`src/rtl/hbridge_sequencer.sv`:
```
// Supervisory sequencer for the H-bridge: bootstrap charge, forced sigma=1, then the selected control law.
// Latency 1 cycle input to output; no backpressure, and faults latch until the operator drops enable with the fault clear.
module hbridge_sequencer #(
    parameter int BOOT_CYCLES  = 1000,
    parameter int FORCE_CYCLES = 1000,
    parameter int SAFE_CYCLES  = 50,
    parameter int CNT_W        = 16
) (
    input  logic       i_clock,
    input  logic       i_RESET,
    input  logic       i_enable,
    input  logic [1:0] i_mode,
    input  logic [3:0] i_MOSFET,
    input  logic       i_fault_ext,
    output logic [3:0] o_MOSFET,
    output logic [2:0] o_state,
    output logic       o_running,
    output logic       o_fault,
    output logic [1:0] o_fault_code,
    output logic [1:0] o_mode
);

    typedef enum logic [2:0] {
        ST_IDLE  = 3'd0,
        ST_BOOT  = 3'd1,
        ST_FORCE = 3'd2,
        ST_RUN   = 3'd3,
        ST_SAFE  = 3'd4,
        ST_FAULT = 3'd5
    } state_t;

    // A zero-length phase still occupies one cycle, so its terminal count is 0.
    localparam logic [CNT_W-1:0] BOOT_LAST  = (BOOT_CYCLES  == 0) ? '0 : CNT_W'(BOOT_CYCLES  - 1);
    localparam logic [CNT_W-1:0] FORCE_LAST = (FORCE_CYCLES == 0) ? '0 : CNT_W'(FORCE_CYCLES - 1);
    localparam logic [CNT_W-1:0] SAFE_LAST  = (SAFE_CYCLES  == 0) ? '0 : CNT_W'(SAFE_CYCLES  - 1);

    state_t           state_q, state_d;
    logic [CNT_W-1:0] cnt_q, cnt_d;
    logic [3:0]       mosfet_q, mosfet_d;
    logic [1:0]       mode_q, mode_d;
    logic [1:0]       safe_mode_q, safe_mode_d;
    logic [1:0]       code_q, code_d;
    logic             running_q, running_d;
    logic             fault_q, fault_d;

    logic             shoot;
    logic             trig_st;
    logic             legal_st;
    logic             fault_now;

    assign shoot     = (i_MOSFET[0] & i_MOSFET[2]) | (i_MOSFET[1] & i_MOSFET[3]);
    assign trig_st   = (state_q == ST_RUN) & shoot;
    assign legal_st  = (state_q <= ST_SAFE);
    assign fault_now = legal_st & (i_fault_ext | trig_st);

    always_comb begin
        state_d     = state_q;
        cnt_d       = cnt_q;
        mode_d      = mode_q;
        safe_mode_d = safe_mode_q;
        code_d      = code_q;

        if (fault_now) begin
            state_d = ST_FAULT;
            cnt_d   = '0;
            code_d  = {trig_st, i_fault_ext};
        end else begin
            case (state_q)
                ST_IDLE: begin
                    if (i_enable && (i_mode != 2'b11)) begin
                        mode_d  = i_mode;
                        cnt_d   = '0;
                        state_d = ST_BOOT;
                    end
                end
                ST_BOOT, ST_FORCE, ST_RUN: begin
                    if (!i_enable) begin
                        state_d = ST_IDLE;
                        cnt_d   = '0;
                    end else if (i_mode != mode_q) begin
                        state_d     = ST_SAFE;
                        cnt_d       = '0;
                        safe_mode_d = i_mode;
                    end else if (state_q == ST_BOOT) begin
                        if (cnt_q == BOOT_LAST) begin
                            state_d = ST_FORCE;
                            cnt_d   = '0;
                        end else begin
                            cnt_d = cnt_q + CNT_W'(1);
                        end
                    end else if (state_q == ST_FORCE) begin
                        if (cnt_q == FORCE_LAST) begin
                            state_d = ST_RUN;
                            cnt_d   = '0;
                        end else begin
                            cnt_d = cnt_q + CNT_W'(1);
                        end
                    end
                end
                ST_SAFE: begin
                    if (!i_enable) begin
                        state_d = ST_IDLE;
                        cnt_d   = '0;
                    end else if (i_mode != safe_mode_q) begin
                        // Operator still moving the selector: restart the dwell.
                        cnt_d       = '0;
                        safe_mode_d = i_mode;
                    end else if (cnt_q == SAFE_LAST) begin
                        cnt_d = '0;
                        if (i_mode == 2'b11) begin
                            state_d = ST_IDLE;
                        end else begin
                            mode_d  = i_mode;
                            state_d = ST_BOOT;
                        end
                    end else begin
                        cnt_d = cnt_q + CNT_W'(1);
                    end
                end
                ST_FAULT: begin
                    if (!i_enable && !i_fault_ext) begin
                        state_d = ST_IDLE;
                        code_d  = 2'b00;
                        cnt_d   = '0;
                    end
                end
                default: begin
                    state_d = ST_IDLE;
                    cnt_d   = '0;
                end
            endcase
        end
    end

    always_comb begin
        mosfet_d  = 4'b0000;
        running_d = (state_d == ST_RUN);
        fault_d   = (state_d == ST_FAULT);
        case (state_d)
            ST_BOOT:  mosfet_d = 4'b1100;
            ST_FORCE: mosfet_d = 4'b1001;
            // Guards the FORCE->RUN edge, where a shoot-through request is not yet a fault.
            ST_RUN:   mosfet_d = shoot ? 4'b0000 : i_MOSFET;
            default:  mosfet_d = 4'b0000;
        endcase
    end

    always_ff @(posedge i_clock or negedge i_RESET) begin
        if (!i_RESET) begin
            state_q     <= ST_IDLE;
            cnt_q       <= '0;
            mosfet_q    <= 4'b0000;
            mode_q      <= 2'b00;
            safe_mode_q <= 2'b00;
            code_q      <= 2'b00;
            running_q   <= 1'b0;
            fault_q     <= 1'b0;
        end else begin
            state_q     <= state_d;
            cnt_q       <= cnt_d;
            mosfet_q    <= mosfet_d;
            mode_q      <= mode_d;
            safe_mode_q <= safe_mode_d;
            code_q      <= code_d;
            running_q   <= running_d;
            fault_q     <= fault_d;
        end
    end

    assign o_MOSFET     = mosfet_q;
    assign o_state      = state_q;
    assign o_running    = running_q;
    assign o_fault      = fault_q;
    assign o_fault_code = code_q;
    assign o_mode       = mode_q;

endmodule

```
`config.mk`:
```
export PLATFORM = sky130hd
export DESIGN_NAME = hbridge_sequencer
export DESIGN_NICKNAME = d
export VERILOG_FILES = /design/src/rtl/hbridge_sequencer.sv
export SDC_FILE = /design/constraint.sdc
export NUM_CORES = 1
export LEC_CHECK = 0
export BUFFER_PORTS_ARGS = -buffer_cell sky130_fd_sc_hd__buf_2
export CAP_MARGIN = 20
export CORE_ASPECT_RATIO = 0.7
export CORE_MARGIN = 5
export CORE_UTILIZATION = 57
export CTS_CLUSTER_DIAMETER = 100
export DETAILED_ROUTE_END_ITERATION = 10
export PLACE_DENSITY = 0.88
export SETUP_SLACK_MARGIN = 0.3
export SYNTH_ARGS = -nofsm -noshare
export SYNTH_HDL_FRONTEND = slang
export SYNTH_SLANG_ARGS = --single-unit
```
`constraint.sdc`:
```
create_clock -name i_clock -period 2.66 [get_ports i_clock]
set_input_delay 0.532 -clock i_clock [delete_from_list [all_inputs] [get_ports i_clock]]
set_output_delay 0.532 -clock i_clock [all_outputs]
set_load 0.005 [all_outputs]
```
==> results.sh <==
export IMPL_track_usage_pct=22.28
export IMPL_power_density_nw_per_um2=593.3
export IMPL_yosys_area_top_type="dfrtp_1"
export IMPL_layout_min_cycle_time_ns=2.272
export IMPL_skew_ns=0.006603
export IMPL_post_cts_buffers=0
export IMPL_yosysWarnings=0
export IMPL_ios=23
export IMPL_floorplan_die_area_um2=4607
export IMPL_synth_top_area_share_pct=40.82
export IMPL_routed_wirelength_mm=4.761
export IMPL_syn_nets=208
export IMPL_tns_ns=0
export IMPL_grtUsageMet3_pct=5.810
export IMPL_area_growth_pct=18.96
export IMPL_ant_nets=0
export IMPL_gr_total_overflow=0
export IMPL_fin_crit_sh_pct=85.41
export IMPL_ys_ff_latch=31
export IMPL_setup_viol=0
export IMPL_startpoint="cnt_q[0]"
export IMPL_grt_pass1_wl_mm=7.941
export IMPL_fin_nets=241
export IMPL_wl_per_cell_um=17.76
export IMPL_start_util_pct=59.97
export IMPL_vias_per_cell=6.530
export IMPL_via_count=1750
export IMPL_slew_headroom_pct=54.54
export IMPL_clk_pin_slew_ns=0.07
export IMPL_io_buffer_count=22
export IMPL_cts_hold_buf=0
export IMPL_worst_pin_slew_ns=0.6819
export IMPL_die_h_um=58.31
export IMPL_diodes=0
export IMPL_r2r_slack_ns=0.39
export IMPL_max_freq_mhz=440.1
export IMPL_cp_end_kind="register"
export IMPL_synth_most_common_cell="dfrtp_1"
export IMPL_core_rowCount=17
export IMPL_utilization_pct=71.34
export IMPL_dp_final_hpwl_mm=3.302
export IMPL_ys_seq_area_share_pct=40.82
export IMPL_crit_path_start_kind="register"
export IMPL_synth_edf_count=0
export IMPL_busiest_layer="met1"
export IMPL_clk_latency_ns=0.28
export IMPL_synthTopCellsByArea="dfrtp_1, nand3_1, o21ai_0, o31ai_2, and3_1"
export IMPL_leakagePower_nw=1.001
export IMPL_grt_max_degree=32
export IMPL_synth_cell_types=55
export IMPL_ys_async_sr_fraction_pct=100.0
export IMPL_slew_violations=0
export IMPL_status="finished clean"
export IMPL_fp_coreArea_um2=3169
export IMPL_drive_gt1_share_pct=29.57
export IMPL_drc=0
export IMPL_die_width_um=79.02
export IMPL_rr_startpoint="cnt_q[0]"
export IMPL_required_ns=2.85
export IMPL_hold_viol=0
export IMPL_syn_area_um2=1901
export IMPL_cts_buffers=5
export IMPL_gr_usage_met2_pct=29.14
export IMPL_hp_class="in2async"
export IMPL_ys_top_cells_by_count="dfrtp_1, nand3_1, o21ai_0"
export IMPL_arrival_ns=2.46
export IMPL_cts_tree="built"
export IMPL_synth_main_ff_cell="dfrtp_1"
export IMPL_grtUsageMet1_pct=35.65
export IMPL_syn_inst=196
export IMPL_cts_sinks=31
export IMPL_grt_antenna_before_repair=0
export IMPL_gp_congestion=0.9225
export IMPL_critPathKind="reg2reg"
export IMPL_clk_path_buf_depth=2
export IMPL_syn_area_per_cell_um2=9.697
export IMPL_grt_pass1_vias=1585
export IMPL_maxCapViolCount=0
export IMPL_drt_first_pass_iters=5
export IMPL_root_buffer="clkbuf_8"
export IMPL_worst_path_max_fanout=9
export IMPL_htree_levels=2
export IMPL_drtIter0Drc=226
export IMPL_vdd_ir_drop_worst_v=0.0005535
export IMPL_rsz0062_at_grt="yes"
cells by family after synthesis:
group           count (synthesis)  share of synthesized area [%]
compound gates                 57                          22.84
xor+xnor                        4                          1.843
fa+ha+maj                       2                          1.316
buf+inv                        15                          3.753
flops                          31                          40.82
mux                             6                          3.423
simple gates                   81                          26.00
cell usage in the layout (no fill, tap or decap), drive strengths merged, types with 2 or more instances in the layout:
master	Yosys	final
o22ai	2	2
nand2b	4	4
o21ai	16	16
a21o	3	3
a22oi	2	2
nand2	13	13
nand4	4	4
o41ai	2	2
or3	3	3
nor2	6	6
nand3	15	15
o31ai	11	11
nor3	7	7
or2	2	2
buf	7	36
nor3b	3	3
mux2i	2	2
nor4	2	2
dfrtp	31	31
xnor2	4	4
mux2	4	4
clkbuf	3	6
or4	2	2
nand4b	3	3
o32a	2	2
inv	5	5
and2	5	5
a21oi	4	4
a311oi	3	3
and3	8	8
ha	2	2
critical path: stages, from the launching register on:
cell,delay [ns]
dfrtp_1,0.43
ha_2,0.24
nand4_1,0.14
nor4_4,0.07
o32a_2,0.33
or2_1,0.26
or2_4,0.29
buf_4,0.17
o31ai_1,0.23
registers in the layout, summed over array words and instances, names as in the netlist:
signal	cells
o_running	1
o_fault_code	2
cnt_q	16
o_fault	1
safe_mode_q	2
o_mode	2
o_state	3
o_MOSFET	4
report_power, final:
group	total (mW)	switching, mW	internal [mW]	leakage (nW)
Sequential	0.551	0.0353	0.515	0.410
Combinational	0.311	0.169	0.142	0.530
Clock	0.480	0.177	0.303	0.0612
repair_timing:
item	in CTS	in global routing
pin swaps	0	3
hold endpoints to repair	0	0
resized for setup	2	7
setup endpoints to repair	9	10
final timing paths:
check                       endpoint  cells after the start
max in group asynchronous  cnt_q[12]                      1
hold reg to reg            cnt_q[15]                      1
min in group i_clock       cnt_q[15]                      1
setup / recovery            cnt_q[8]                      8
setup reg to reg            cnt_q[8]                      8
hold / removal             cnt_q[13]                      1
area by class of cell:
cell class                 count  area, µm²
tap                           38      47.55
clock buffer                   6      82.58
timing repair buffer          36      215.2
sequential                    31      777.0
multi-input combinational    150       1085
clock inverter                 2      35.03
fill                         222      908.4
inverter                       5      18.77
routing by layer:
| metal | share of wire, % | vias to the layer above |
|---|---|---|
| met1 | 49 | 824 |
| met5 | 0 | - |
| li1 | - | 818 |
| met4 | 1.3 | 0 |
| met2 | 40 | 102 |
| met3 | 9.5 | 6 |
stage by stage:
stage	instances	cell area [µm²]	setup slack (ns)	total power, mW	hold WS, ns
6_report	268	2261	0.3880	1.341	0.2829
5_1_grt	268	2261	0.2852	1.416	0.3495
4_1_cts	268	2236	0.3252	1.336	0.3058
3_5_place_dp	260	2111	0.01431	0.8541	0.4941
3_3_place_gp	260	2111	0.1288	0.8429	0.4854
2_1_floorplan	196	1901	0.3879	0.7423	0.2364
(Power assumes the default switching activity.)
